$ cat config.mk
export PLATFORM = sky130hd
export DESIGN_NAME = exe_issue_ctrl
export DESIGN_NICKNAME = d
export VERILOG_FILES = /design/src/rtl/exe_issue_ctrl_pkg.sv /design/src/rtl/exe_sb_counter.sv /design/src/rtl/exe_issue_ctrl.sv
export SDC_FILE = /design/constraint.sdc
export NUM_CORES = 1
export LEC_CHECK = 0
export ABC_AREA = 1
export CAP_MARGIN = 5
export CELL_PAD_IN_SITES_DETAIL_PLACEMENT = 1
export CELL_PAD_IN_SITES_GLOBAL_PLACEMENT = 2
export CORE_ASPECT_RATIO = 1.4
export CORE_UTILIZATION = 33
export CTS_BUF_LIST = sky130_fd_sc_hd__clkbuf_4 sky130_fd_sc_hd__clkbuf_8
export DETAILED_ROUTE_END_ITERATION = 6
export PLACE_DENSITY = 0.82
export SYNTH_ARGS = -nofsm -noshare
export SYNTH_HDL_FRONTEND = slang
export SYNTH_SLANG_ARGS = --single-unit
$ cat constraint.sdc
create_clock -name clk -period 3.7 [get_ports clk]
set_clock_uncertainty 0.2 [all_clocks]
set_input_delay 0.74 -clock clk [delete_from_list [all_inputs] [get_ports clk]]
set_output_delay 0.74 -clock clk [all_outputs]
set_load 0.02 [all_outputs]
$ cat src/rtl/exe_issue_ctrl_pkg.sv
// Shared types and default sizing for the Execute issue controller and its
// per-register scoreboard counters.
package exe_issue_ctrl_pkg;

    localparam int DEF_NUM_REGS = 32;
    localparam int DEF_MAX_LAT  = 4;

    typedef enum logic [1:0] {
        RUN   = 2'd0,
        STALL = 2'd1,
        DRAIN = 2'd2
    } IssueState_t;

endpackage

$ cat src/rtl/exe_sb_counter.sv
// One scoreboard entry: cycles remaining until the pending write to this
// register lands. A new set overrides the running countdown.
module exe_sb_counter
    import exe_issue_ctrl_pkg::*;
#(
    parameter int LAT_W = $clog2(DEF_MAX_LAT + 1)
) (
    input  logic             clk,
    input  logic             rst,
    input  logic             set,
    input  logic [LAT_W-1:0] set_val,
    output logic [LAT_W-1:0] cnt,
    output logic             busy,
    output logic             near_free
);

    logic [LAT_W-1:0] cnt_q, cnt_d;

    always_comb begin
        cnt_d = cnt_q;
        if (set) begin
            cnt_d = set_val;
        end else if (cnt_q != '0) begin
            cnt_d = cnt_q - LAT_W'(1);
        end
    end

    always_ff @(posedge clk) begin
        if (rst) begin
            cnt_q <= '0;
        end else begin
            cnt_q <= cnt_d;
        end
    end

    assign cnt       = cnt_q;
    assign busy      = (cnt_q != '0);
    assign near_free = (cnt_q == LAT_W'(1));

endmodule

$ cat src/rtl/exe_issue_ctrl.sv
// Decode->Execute issue controller: per-register write scoreboard, RAW/WAW
// stalls and drain-before-serialize. Define EXE_ISSUE_BYPASS_EN for forwarding.
module exe_issue_ctrl
    import exe_issue_ctrl_pkg::*;
#(
    parameter int NUM_REGS = DEF_NUM_REGS,
    parameter int REG_ID_W = $clog2(NUM_REGS),
    parameter int MAX_LAT  = DEF_MAX_LAT,
    parameter int LAT_W    = $clog2(MAX_LAT + 1)
) (
    input  logic                clk,
    input  logic                rst,
    input  logic                in_valid,
    output logic                in_ready,
    input  logic [REG_ID_W-1:0] in_rs1,
    input  logic                in_rs1_used,
    input  logic [REG_ID_W-1:0] in_rs2,
    input  logic                in_rs2_used,
    input  logic [REG_ID_W-1:0] in_rd,
    input  logic                in_rd_wr,
    input  logic [LAT_W-1:0]    in_lat,
    input  logic                in_serial,
    input  logic                flush,
    output logic                exe_issue,
    output logic [NUM_REGS-1:0] sb_busy,
    output logic [31:0]         stall_cnt
);

`ifdef EXE_ISSUE_BYPASS_EN
    localparam bit BYPASS_EN = 1'b1;
`else
    localparam bit BYPASS_EN = 1'b0;
`endif

    localparam logic [LAT_W-1:0] LAT_MAX_V = LAT_W'(MAX_LAT);

    // The count holds cycles until the result lands, so latency L loads L-1:
    // a dependent of a producer issued at T sees the register free at T+L.
    function automatic logic [LAT_W-1:0] load_val(input logic [LAT_W-1:0] lat);
        if (lat == '0) begin
            return '0;
        end else if (lat > LAT_MAX_V) begin
            return LAT_MAX_V - LAT_W'(1);
        end else begin
            return lat - LAT_W'(1);
        end
    endfunction

    IssueState_t         state_q, state_d;
    logic [31:0]         stall_cnt_q, stall_cnt_d;
    logic [LAT_W-1:0]    cnt [NUM_REGS];
    logic [NUM_REGS-1:0] near_free;
    logic [NUM_REGS-1:0] set_vec;
    logic [NUM_REGS-1:0] blocked;
    logic [LAT_W-1:0]    set_val;
    logic                sb_empty;
    logic                hazard;
    logic                rdy;

    assign set_val = load_val(in_lat);

    for (genvar r = 0; r < NUM_REGS; r++) begin : g_sb
        assign set_vec[r] = exe_issue & in_rd_wr & (in_rd != '0) & (in_rd == REG_ID_W'(r));

        exe_sb_counter #(
            .LAT_W(LAT_W)
        ) u_cnt (
            .clk      (clk),
            .rst      (rst),
            .set      (set_vec[r]),
            .set_val  (set_val),
            .cnt      (cnt[r]),
            .busy     (sb_busy[r]),
            .near_free(near_free[r])
        );

        // With forwarding, a result in its final cycle no longer blocks readers.
        assign blocked[r] = (r != 0) && sb_busy[r] && !(BYPASS_EN && near_free[r]);
    end

    always_comb begin
        sb_empty = 1'b1;
        for (int r = 0; r < NUM_REGS; r++) begin
            if (cnt[r] != '0) begin
                sb_empty = 1'b0;
            end
        end
    end

    assign hazard = (in_rs1_used & blocked[in_rs1])
                  | (in_rs2_used & blocked[in_rs2])
                  | (in_rd_wr    & blocked[in_rd]);

    assign rdy = in_valid & ~flush & (state_q != DRAIN) & ~hazard
               & (~in_serial | sb_empty);

    assign in_ready  = rdy;
    assign exe_issue = in_valid & rdy;
    assign stall_cnt = stall_cnt_q;

    always_comb begin
        state_d     = state_q;
        stall_cnt_d = stall_cnt_q;
        case (state_q)
            RUN: begin
                if (in_valid && !flush) begin
                    if (in_serial && !sb_empty) begin
                        state_d = DRAIN;
                    end else if (hazard && !in_serial) begin
                        state_d = STALL;
                    end
                end
            end
            STALL: begin
                if (flush || exe_issue) begin
                    state_d = RUN;
                end
            end
            DRAIN: begin
                if (flush || sb_empty) begin
                    state_d = RUN;
                end
            end
            default: state_d = RUN;
        endcase
        if (in_valid && !rdy && !flush && (stall_cnt_q != 32'hFFFF_FFFF)) begin
            stall_cnt_d = stall_cnt_q + 32'd1;
        end
    end

    always_ff @(posedge clk) begin
        if (rst) begin
            state_q     <= RUN;
            stall_cnt_q <= '0;
        end else begin
            state_q     <= state_d;
            stall_cnt_q <= stall_cnt_d;
        end
    end

endmodule

==> results of run 1 <==
-- logic make-up (layout without fill, tap and decap cells) --
| logic type | Yosys count | after routing | synth area share |
|---|---|---|---|
| fa+ha+maj | 67 | 67 | 0.08278 |
| simple gates | 875 | 875 | 0.3899 |
| flops | 130 | 130 | 0.2570 |
| buf+inv | 317 | 445 | 0.1349 |
| compound gates | 160 | 160 | 0.08525 |
| xor+xnor | 58 | 58 | 0.05016 |
-- cells in the final DEF, fill, tap and decap left out, types with 2 or more instances in the layout --
master           count
nand3_1            114
ha_1                67
buf_2                2
nor2_4               2
nand4_1             24
buf_12               6
a21oi_1             41
clkbuf_4             3
o21ai_0             27
o21ai_2             16
nor4_1               9
dlygate4sd2_1        3
o21ai_1             74
nand2_1            378
dfxtp_1            130
nand3_4             15
nor2_2               8
clkbuf_8            20
clkdlybuf4s50_1     84
clkinv_2             3
bufinv_16            3
inv_1              213
buf_4               78
nand2_2             21
xor2_1              36
clkinvlp_4           2
or2_2               31
nor3_1              24
xnor2_1             22
nor2_1             241
inv_2               25
-- area by class of cell --
type                    count  area (um2)
clock buffers              23       297.8
clock inverters             9       128.9
fillers                  3988       17940
inverters                 239       897.1
multi-input cells        1160        6182
flip-flops and latches    130        2603
well taps                 385       481.7
repair buffers            174        1595
-- worst paths after layout --
path              cells past startpoint                   from  slack [ns]               endpoint
hold reg to reg                       1   g_sb[0].u_cnt.cnt[0]        0.27   g_sb[0].u_cnt.cnt[0]
hold / removal                        1   g_sb[0].u_cnt.cnt[0]        0.27   g_sb[0].u_cnt.cnt[0]
setup / recovery                     13  g_sb[31].u_cnt.cnt[0]        0.17              exe_issue
setup reg to reg                     20  g_sb[31].u_cnt.cnt[0]        0.42  g_sb[10].u_cnt.cnt[1]
-- stage by stage --
stage | setup slack, ns | hold slack (ns)
after global placement | -0.4051 | 0.2420
after global routing | -0.0002041 | 0.2888
final | 0.1740 | 0.2681
after detailed placement | -0.4065 | 0.2583
after floorplan | 0.6994 | 0.2224
after CTS | -0.004083 | 0.2714
-- power by group through the flow --
stage          logic [mW]  clock network, mW  registers, mW
3_3_place_gp         5.94                  0           2.06
3_5_place_dp         6.08                  0           2.08
2_1_floorplan        4.25                  0           2.03
4_1_cts              6.13               1.41           2.05
6_report             6.03               1.36           2.05
5_1_grt              6.85               1.47           2.10
-- repair_timing --
item                       in CTS  in global routing
setup buffers                   0                  2
gates resized for setup        11                  9
setup endpoints to repair       2                  2
pin swaps                       0                  3
-- metal layers --
metal | global-route usage | routed length [um]
met4 | 0.1108 | 1372
met5 | 0 | 0
met2 | 0.4213 | 17920
met3 | 0.03717 | 1023
met1 | 0.2568 | 14030
-- registers in the layout (all words and copies together), names as in the netlist --
name / flops
g_sb.u_cnt.cnt: 96
stall_cnt: 32
state_q: 2
==> summary.md, run 1 <==
| Metric | Value |
|---|---|
| Status | complete, no violations |
| Critical path buffers and inverters | 5 |
| Net count after synthesis | 1700 |
| Minimum clock period | about 3.5 ns |
| Sw Pwr | roughly 4.4 mW |
| Synth cell count leaders | nand2_1, nor2_1, inv_1 |
| Synth top area cells | dfxtp_1, nand2_1, nor2_1 |
| Final setup vio count | 0 |
| DRT antenna net count | 0 |
| Synth async-reset ratio | 0 |
| Initial Util | 0.3362 |
| DR iter-0 viols | ~350 |
| Layout cell share with drive strength beyond 1 | 0.1389 |
| Share of the synthesized area in the top cell type | 0.2570 |
| Post-route DRC | 0 |
| Crit end category | output port |
| Dpl cells | 2086 |
| Static Leak | between 5 and 6 nW |
| I/O Buffers | 91 |
| Synth Register Bits | between 100 and 150 |
| Int Pwr | around 5 mW |
| Die height | around 210 um |
| Placed cell area | around 0.012 mm2 |
| Fin nets | 1815 |
| Period utilisation layout | 0.9530 |
| GPL Wtd Cong | about 0.88 |
| HP Class | flip-flop to flip-flop |
| Combinational Power Share | 0.639 |
| Clock buffer depth | 2 |
| Drt total wl | 34350 um |
| Worst skew pair latency | between 0.4 and 0.5 ns |
| Overall die width | ~150 um |
| Synth Cell Area | slightly above 0.01 mm2 |
| Vias post-DR | between 10k and 15k |
| CTS buffer count | 17 |
| Max IR drop VDD | between 400 and 500 uV |
| Setup_tns | 0 ns |
| First-pass GRT wire length | about 56000 um |
| Clock power share | 0.144 |
| Core Area | between 0.03 and 0.04 mm2 |
| Total design power | roughly 9.4 mW |
| DR WL/cell | around 16 um |
| Hpwl dp | approximately 27000 um |
| Sink Count | between 100 and 150 |
| H-tree levels | 4 |
| Prevailing post-synth register cell | dfxtp_1 |
| Reg clk slew, reported paths | approximately 0.08 ns |
| Clock root buffer | clkbuf_8 |
| Worst Tran Pin Value | between 0.8 and 0.9 ns |
| CP max FO | 3 |
| Crit path max-delay family | simple AND/OR/NAND/NOR gates |
| Critical path class | flip-flop to output port |
| Crit-path max cell delay | 0.31 ns |
| Cts hold-fix bufs | 0 |
| Gr usage total | 0.2312 |
| Final Hold Viols | 0 |
| Vias/cell | about 4.8 |
| Crit start category | flip-flop |
| Core Util, Final | 0.4045 |
| Synth cell types | 37 |
| Worst path slowest cell | dfxtp_1 |
| Sequential power share | 0.217 |
| Std cell rows | 75 |
| Syn_area_per_cell | 6.302 um2 |
| Worst EP required | between 2 and 3 ns |
| Detailed Routing Iterations Pass 1 | 5 |
| Fin. max-slew vios | 0 |
| Fmax | approximately 280 MHz |
| Most numerous cell in the Yosys netlist | nand2_1 |
| Vias in the first global route | approximately 11k |
| Slew Limit Headroom | 0.4254 |
| MaxCap Viol Count | 0 |
| Num ports | 92 |
| Switching portion of total power | 0.4652 |
| Area grow syn2layout | 20.32% |
| Gate Count Post-Synth | approximately 1.6k |
| Critical path arrival | 2.59 ns |
| Post-route cell area | 0.01219 mm2 |
| Yosys top cell by area | dfxtp_1 |
| CP cell instances | inv_1 > ha_1 > inv_1 > nor2_2 > buf_4 > nand4_1 > or2_1 > nor2_2 > nand2_2 > a21oi_2 > inv_1 > nor2_2 > buf_4 |
| Post-synth EDFFs | 0 |
| Grt total ovfl | 0 |
| Register area share after synthesis | 0.2570 |
| CTS tree | built |
| Power Density | 774.5 mW/mm2 |
| YS warnings | 0 |
| Initial antenna violation count | 0 |
| Pin count of the biggest net entering global routing | just over 70 |
| Post-Layout Cell Count | approximately 2.1k |
| Die area | roughly 0.031 mm2 |
| Antenna cells | 0 |
(Power assumes the default switching activity.)
==> run 2: changes to the inputs <==
Settings changed: ABC_AREA 1 to default, CORE_UTILIZATION 33 to 37, GPL_ROUTABILITY_DRIVEN from default to 1.
==> run 2 against run 1 <==
- the flow now finishes with violations (setup timing)
- via count down 16%
- clock power fell by 7%
- area after synthesis shrank 8.4%
- worst setup slack worse by 0.39 ns
- final area decreased by 0.22%
- critical path type is now input pin to output port
- largest cell class unchanged
- largest power group unchanged
==> summary.md, run 2 <==
| Metric | Value |
|---|---|
| Gr usage total | 0.2373 (was 0.2312) |
| H-tree levels | 4 (unchanged) |
| First-pass GRT wire length | 46850 um (was 55680 um) |
| Register area share after synthesis | 0.2805 (was 0.2570) |
| FF-to-FF path depth | 13 (was 20) |
| Max reg flops | 96 (unchanged) |
| Dpl cells | 1535 (was 2086) |
| Clock power share | 0.126 (was 0.144) |
| Core Area | 0.02467 mm2 (was 0.03012 mm2) |
| Crit end category | output port (unchanged) |
| Reg clk slew, reported paths | 0.08 ns (about the same) |
| MaxCap Viol Count | 0 (unchanged) |
| Die area | 0.02572 mm2 (was 0.03140 mm2) |
| DRT antenna net count | 0 (unchanged) |
| Yosys top cell by area | dfxtp_1 (unchanged) |
| GPL Wtd Cong | 0.8959 (was 0.8794) |
| Synth cell types | 65 (was 37) |
| Post-synth EDFFs | 0 (unchanged) |
| Final Hold Viols | 0 (unchanged) |
| I/O Buffers | 91 (unchanged) |
| Setup_tns | -0.4204 ns (was 0 ns) |
| Pin count of the biggest net entering global routing | 77 (was 71) |
| Most numerous cell in the Yosys netlist | dfxtp_1 (was nand2_1) |
| Critical path buffers and inverters | 6 (was 5) |
| Critical path arrival | 2.97 ns (was 2.59 ns) |
| Total design power | 9.979 mW (was 9.437 mW) |
| CTS tree | built (unchanged) |
| Most frequent cells in the layout | buf_4, dfxtp_1, nor2_1 (was nand2_1, nor2_1, inv_1) |
| Gate Count Post-Synth | 1076 (was 1607) |
| Prevailing post-synth register cell | dfxtp_1 (unchanged) |
| Final setup vio count | 2 (was 0) |
| Crit path max-delay family | buffers and inverters (was simple AND/OR/NAND/NOR gates) |
| Fillers | 2892 (was 3988) |
| RSZ-0062 raised after global routing | true |
| DR WL/cell | 18.85 um (was 16.20 um) |
| YS warnings | 0 (unchanged) |
| CP cell instances | clkdlybuf4s15_1 > buf_4 > buf_4 > nand4bb_4 > o22a_1 > o221ai_2 > nor4_2 > a311oi_2 > nand4b_1 > buf_4 > inv_2 > buf_6 (was inv_1 > ha_1 > inv_1 > nor2_2 > buf_4 > nand4_1 > or2_1 > nor2_2 > nand2_2 > a21oi_2 > inv_1 > nor2_2 > buf_4) |
| Synth async-reset ratio | 0 (unchanged) |
| Smallest setup slack after layout | -0.2111 ns (was 0.1740 ns) |
| Num ports | 92 (unchanged) |
| Worst path slowest cell | a311oi_2 (was dfxtp_1) |
| Syn_area_per_cell | 8.624 um2 (was 6.302 um2) |
| Hpwl dp | 21810 um (was 26580 um) |
| DR iter-0 viols | 243 (was 348) |
| Grt total ovfl | 0 (unchanged) |
| Core Util, Final | 0.4928 (was 0.4045) |
| HP Class | flip-flop to flip-flop (unchanged) |
| Worst skew pair latency | 0.49 ns (about the same) |
| Post-route cell area | 0.01216 mm2 (was 0.01219 mm2) |
| Int Pwr | 5.948 mW (was 5.047 mW) |
| Setup slack, reg-to-reg | 0.12 ns (was 0.42 ns) |
| Commonest non-fill, non-tap cell in the layout | buf_4 (was nand2_1) |
| Std cell rows | 68 (was 75) |
| Vias post-DR | 8601 (was 10.24k) |
| Hold_sp | state_q[1] (was g_sb[0].u_cnt.cnt[0]) |
| Worst EP required | 2.76 ns (about the same) |
| Fin nets | 1349 (was 1815) |
| Sw Pwr | 4.031 mW (was 4.390 mW) |
| Fin. max-slew vios | 0 (unchanged) |
| Initial Util | 0.3761 (was 0.3362) |
| Switching portion of total power | 0.4039 (was 0.4652) |
| Sequential power share | 0.213 (was 0.217) |
| Placed cell area | 0.01129 mm2 (was 0.01173 mm2) |
| Share of the synthesized area in the top cell type | 0.2805 (was 0.2570) |
| Minimum clock period | 3.911 ns (was 3.526 ns) |
| Die height | 189.4 um (was 209.3 um) |
| Crit-path max cell delay | 0.31 ns (about the same) |
| Status | complete, but fails checks (was complete, no violations) |
| Sequential cell area | 0.002611 mm2 (was 0.002603 mm2) |
| Overall die width | 135.8 um (was 150.1 um) |
| Max IR drop VDD | 433.9 uV (was 456.5 uV) |
| Combinational Power Share | 0.660 (was 0.639) |
| Static Leak | 4.827 nW (was 5.595 nW) |
| Clock buffer depth | 2 (unchanged) |
| Synth top area cells | dfxtp_1, ha_1, mux2i_1 (was dfxtp_1, nand2_1, nor2_1) |
| Post-route DRC | 0 (unchanged) |
| Power Density | 820.7 mW/mm2 (was 774.5 mW/mm2) |
| Synth cell count leaders | dfxtp_1, nor2_1, inv_1 (was nand2_1, nor2_1, inv_1) |
| Sink Count | 130 (unchanged) |
| Synth Register Bits | 130 (unchanged) |
| Vias/cell | 5.423 (was 4.828) |
| Hold Path Depth | 1 (unchanged) |
| Footprint of the multi-input gates | 0.006042 mm2 (was 0.006182 mm2) |
| Detailed Routing Iterations Pass 1 | 5 (unchanged) |
| Clock root buffer | clkbuf_8 (unchanged) |
| Critical R2R Launch | g_sb[31].u_cnt.cnt[0] (unchanged) |
| Period utilisation layout | 1.057 (was 0.9530) |
| Initial antenna violation count | 1 (was 0) |
| Post-Layout Cell Count | 1586 (was 2120) |
| Fmax | 255.7 MHz (was 283.6 MHz) |
| Net count after synthesis | 1169 (was 1700) |
| Layout cell share with drive strength beyond 1 | 0.3065 (was 0.1389) |
| CP most frequent cell | buf_4 |
| CP max FO | 9 (was 3) |
| Failing checks | setup timing |
| CTS buffer count | 17 (unchanged) |
| Vias in the first global route | 9028 (was 10.55k) |
| Cts hold-fix bufs | 0 (unchanged) |
| Critical path class | input pin to output port (was flip-flop to output port) |
| Crit start category | input pin (was flip-flop) |
| Drt total wl | 29890 um (was 34350 um) |
| Worst R2R End | g_sb[5].u_cnt.cnt[2] (was g_sb[10].u_cnt.cnt[1]) |
| Area grow syn2layout | 31.04% (was 20.32%) |
| Slew Limit Headroom | 0.4158 (was 0.4254) |
| Worst Tran Pin Value | 0.8722 ns (was 0.8618 ns) |
| Synth Cell Area | 0.009279 mm2 (was 0.01013 mm2) |
| Hold endpoint | state_q[0] (was g_sb[0].u_cnt.cnt[0]) |
[run 2: cell count changes after synthesis, sizes merged, moves of 28 or more]
| cell | before | now |
|---|---|---|
| a211o | 0 | 33 |
| clkbuf | 25 | 53 |
| inv | 238 | 82 |
| mux2i | 0 | 74 |
| nand2 | 399 | 28 |
| nand2b | 0 | 35 |
| nand3 | 130 | 17 |
| nor2 | 252 | 92 |
| o21ai | 117 | 43 |
| o32a | 0 | 30 |
| xor2 | 36 | 0 |
[run 2: layout make-up]
class / instances / share of cell area
Clock inverter: 12 / 0.01111
Inverter: 82 / 0.02562
Sequential cell: 130 / 0.2148
Timing Repair Buffer: 280 / 0.1972
Clock buffer: 20 / 0.02161
Antenna cell: 2 / 0.0004116
Multi-Input combinational cell: 745 / 0.4969
Tap cell: 315 / 0.03241
[run 2: power groups by stage]
| stage | clock network, mW | registers (mW) | logic (mW) |
|---|---|---|---|
| finish | 1.26 | 2.13 | 6.59 |
| global route | 1.35 | 2.19 | 7.15 |
| CTS | 1.29 | 2.12 | 6.45 |
| detailed placement | 0 | 2.14 | 6.06 |
| global placement | 0 | 2.11 | 5.90 |
| floorplan | 0 | 2.09 | 3.88 |
[run 2: metrics by stage]
stage	hold WS, ns	setup WS [ns]
final	0.3086	-0.2111
after global routing	0.3144	-0.2503
after CTS	0.3003	-0.1992
after detailed placement	0.2689	-1.067
after global placement	0.2505	-1.044
after floorplan	0.2229	0.01368
[run 2: worst max-delay path by stage]
stage	start	endpoint	cells after the start
finish	in_rd[1]	in_ready	12
global route	g_sb[23].u_cnt.cnt[0]	in_ready	11
CTS	g_sb[31].u_cnt.cnt[1]	in_ready	11
detailed placement	in_rd[0]	exe_issue	9
global placement	in_rd[0]	exe_issue	9
floorplan	in_rd[1]	exe_issue	11
[run 2: kinds of logic after synthesis]
logic type	count (synthesis)	synth area share
simple gates	345	0.2162
flops	130	0.2805
mux	101	0.1284
fa+ha+maj	68	0.09142
buf+inv	201	0.1033
xor+xnor	32	0.03021
compound gates	199	0.1501
[run 2: routing by layer]
| metal | track usage | wire [um] | vias up |
|---|---|---|---|
| met1 | 0.2454 | 11630 | 4216 |
| met4 | 0.1370 | 1455 | 0 |
| met3 | 0.04096 | 1010 | 74 |
| met2 | 0.4407 | 15800 | 182 |
| li1 | - | - | 4129 |
| met5 | 0 | 0 | - |
[run 2: timing repair]
action | 4_1_cts | 5_1_grt
resized for setup | 89 | 23
buffers inserted | 10 | 7
pin swaps | 19 | 7
endpoints found under the setup margin | 88 | 7
==> run 3: changes to the inputs <==
Settings changed: CORE_ASPECT_RATIO 1.4 to default, CORE_UTILIZATION 37 to 36, CTS_BUF_LIST sky130_fd_sc_hd__clkbuf_4 sky130_fd_sc_hd__clkbuf_8 to sky130_fd_sc_hd__clkbuf_16, PLACE_DENSITY 0.82 to 0.8, TNS_END_PERCENT from default to 50.
==> run 3 against run 2 <==
- the run now ends clean
- core utilization is 1.1 points higher
- total power is 8.6% higher
- final area is 4.7% higher
- critical path depth is 1 lower
- sequential share of layout area is 0.99 points lower
- via count is 2.2% higher
- die area is 2.7% higher
- combinational power is 4.9% higher
- hold slack worse by 0.014 ns
- sequential power hardly changed
- wire length is 0.92% higher
- critical path type is now flip-flop to output port
- critical endpoint unchanged
==> summary.md, run 3 (synthesized netlist as in run 2, its figures left out) <==
| Metric | Value |
|---|---|
| Num ports | 92 (unchanged) |
| Fillers | 2942 (was 2892) |
| Setup_tns | 0 ns (was -0.4204 ns) |
| Std cell rows | 58 (was 68) |
| Hpwl dp | 21800 um (was 21810 um) |
| H-tree levels | 4 (unchanged) |
| Sequential power share | 0.195 (was 0.213) |
| Overall die width | 162.5 um (was 135.8 um) |
| First-pass GRT wire length | 47130 um (was 46850 um) |
| Clock root buffer | clkbuf_16 (was clkbuf_8) |
| Tightest hold margin | 0.2944 ns (was 0.3086 ns) |
| Sw Pwr | 4.284 mW (was 4.031 mW) |
| CTS buffer count | 17 (unchanged) |
| Post-Layout Cell Count | 1639 (was 1586) |
| CTS tree | built (unchanged) |
| Critical path arrival | 2.73 ns (was 2.97 ns) |
| Fin. max-slew vios | 0 (unchanged) |
| GPL Wtd Cong | 0.8926 (was 0.8959) |
| Int Pwr | 6.550 mW (was 5.948 mW) |
| Commonest non-fill, non-tap cell in the layout | buf_4 (unchanged) |
| Combinational Power Share | 0.638 (was 0.660) |
| CP max FO | 4 (was 9) |
| Static Leak | 5.131 nW (was 4.827 nW) |
| Power Density | 851.2 mW/mm2 (was 820.7 mW/mm2) |
| Pin count of the biggest net entering global routing | 60 (was 77) |
| Vias post-DR | 8789 (was 8601) |
| Fmax | 272.9 MHz (was 255.7 MHz) |
| Sink Count | 130 (unchanged) |
| RSZ-0062 raised after global routing | true (unchanged) |
| Dpl cells | 1596 (was 1535) |
| DR WL/cell | 18.41 um (was 18.85 um) |
| Die height | 162.5 um (was 189.4 um) |
| Slew Limit Headroom | 0.4632 (was 0.4158) |
| Gr usage total | 0.2302 (was 0.2373) |
| Reg clk slew, reported paths | 0.07 ns (was 0.08 ns) |
| Critical path class | flip-flop to output port (was input pin to output port) |
| Post-route DRC | 0 (unchanged) |
| Period utilisation layout | 0.9905 (was 1.057) |
| Fin nets | 1389 (was 1349) |
| Crit start category | flip-flop (was input pin) |
| Placed cell area | 0.01164 mm2 (was 0.01129 mm2) |
| Core Util, Final | 0.5040 (was 0.4928) |
| DR iter-0 viols | 371 (was 243) |
| Layout cell share with drive strength beyond 1 | 0.3247 (was 0.3065) |
| Detailed Routing Iterations Pass 1 | 4 (was 5) |
| Worst skew pair latency | 0.44 ns (was 0.49 ns) |
| Area grow syn2layout | 37.18% (was 31.04%) |
| Switching portion of total power | 0.3954 (was 0.4039) |
| I/O Buffers | 91 (unchanged) |
| Initial Util | 0.3674 (was 0.3761) |
| MaxCap Viol Count | 0 (unchanged) |
| Worst Tran Pin Value | 0.8015 ns (was 0.8722 ns) |
| Clock power share | 0.167 (was 0.126) |
| Grt total ovfl | 0 (unchanged) |
| Final setup vio count | 0 (was 2) |
| Initial antenna violation count | 0 (was 1) |
| Final Hold Viols | 0 (unchanged) |
| Clock buffer depth | 2 (unchanged) |
| Core Area | 0.02525 mm2 (was 0.02467 mm2) |
| Drt total wl | 30170 um (was 29890 um) |
| Vias/cell | 5.362 (was 5.423) |
| Vias in the first global route | 8980 (was 9028) |
| Max IR drop VDD | 484.6 uV (was 433.9 uV) |
| Minimum clock period | 3.665 ns (was 3.911 ns) |
| Post-route cell area | 0.01273 mm2 (was 0.01216 mm2) |
| HP Class | flip-flop to flip-flop (unchanged) |
| Max reg flops | 96 (unchanged) |
| Worst EP required | 2.76 ns (about the same) |
| Antenna cells | 0 (was 2) |
| Crit end category | output port (unchanged) |
| Status | complete, no violations (was complete, but fails checks) |
| DRT antenna net count | 0 (unchanged) |
| Most frequent cells in the layout | buf_4, dfxtp_1, nor2_1 (unchanged) |
| Die area | 0.02642 mm2 (was 0.02572 mm2) |
run 3: path summary, 6_finish.rpt:
kind              cells past startpoint                   from  slack (ns)       endpoint
setup reg to reg                     15   g_sb[7].u_cnt.cnt[0]        0.17  stall_cnt[23]
setup / recovery                     11  g_sb[31].u_cnt.cnt[1]        0.03       in_ready
hold / removal                        1             state_q[1]        0.29     state_q[0]
hold reg to reg                       1             state_q[1]        0.29     state_q[0]
run 3: stage by stage:
| step | setup slack (ns) | total power [mW] |
|---|---|---|
| 2_1_floorplan | 0.01368 | 5.974 |
| 3_3_place_gp | -0.9033 | 8.278 |
| 3_5_place_dp | -0.8843 | 8.480 |
| 4_1_cts | 0.004050 | 10.52 |
| 5_1_grt | -0.06349 | 11.52 |
| 6_report | 0.03499 | 10.83 |
run 3: repair_timing:
item | in CTS | in global routing
endpoints found under the setup margin | 86 | 12
buffers inserted | 4 | 7
pin swaps | 6 | 13
hold buffers | 0 | 0
resized for setup | 60 | 58
run 3: cell type report:
cell class	count	area, um2	area share
inverters	82	307.8	0.02418
well taps	330	412.9	0.03244
multi-input cells	745	6098	0.4791
clock buffers	17	425.4	0.03342
flip-flops and latches	130	2608	0.2049
repair buffers	320	2686	0.2110
clock inverters	15	190.2	0.01494
run 3: critical path, cell delays in order (launching register included):
cell and delay (ns):
dfxtp_1 0.32, inv_2 0.07, ha_4 0.15, nand2b_4 0.09, mux4_2 0.49, a221oi_2 0.29
nor4_2 0.10, a311oi_4 0.33, nand4b_1 0.15, buf_6 0.16, inv_2 0.04, buf_6 0.10
run 3: power groups by stage:
| stage | combinational [mW] | sequential, mW | clock [mW] |
|---|---|---|---|
| 2_1_floorplan | 3.88 | 2.09 | 0 |
| 3_3_place_gp | 6.18 | 2.10 | 0 |
| 3_5_place_dp | 6.36 | 2.11 | 0 |
| 4_1_cts | 6.59 | 2.09 | 1.84 |
| 5_1_grt | 7.46 | 2.17 | 1.90 |
| 6_report | 6.91 | 2.11 | 1.81 |
run 3: metal layers:
layer / track usage / vias up / wire length (um)
met5: 0 / - / 0
met4: 0.08836 / 0 / 799
met3: 0.03107 / 57 / 896
met2: 0.4038 / 169 / 15110
met1: 0.2843 / 4359 / 13360
li1: - / 4204 / -
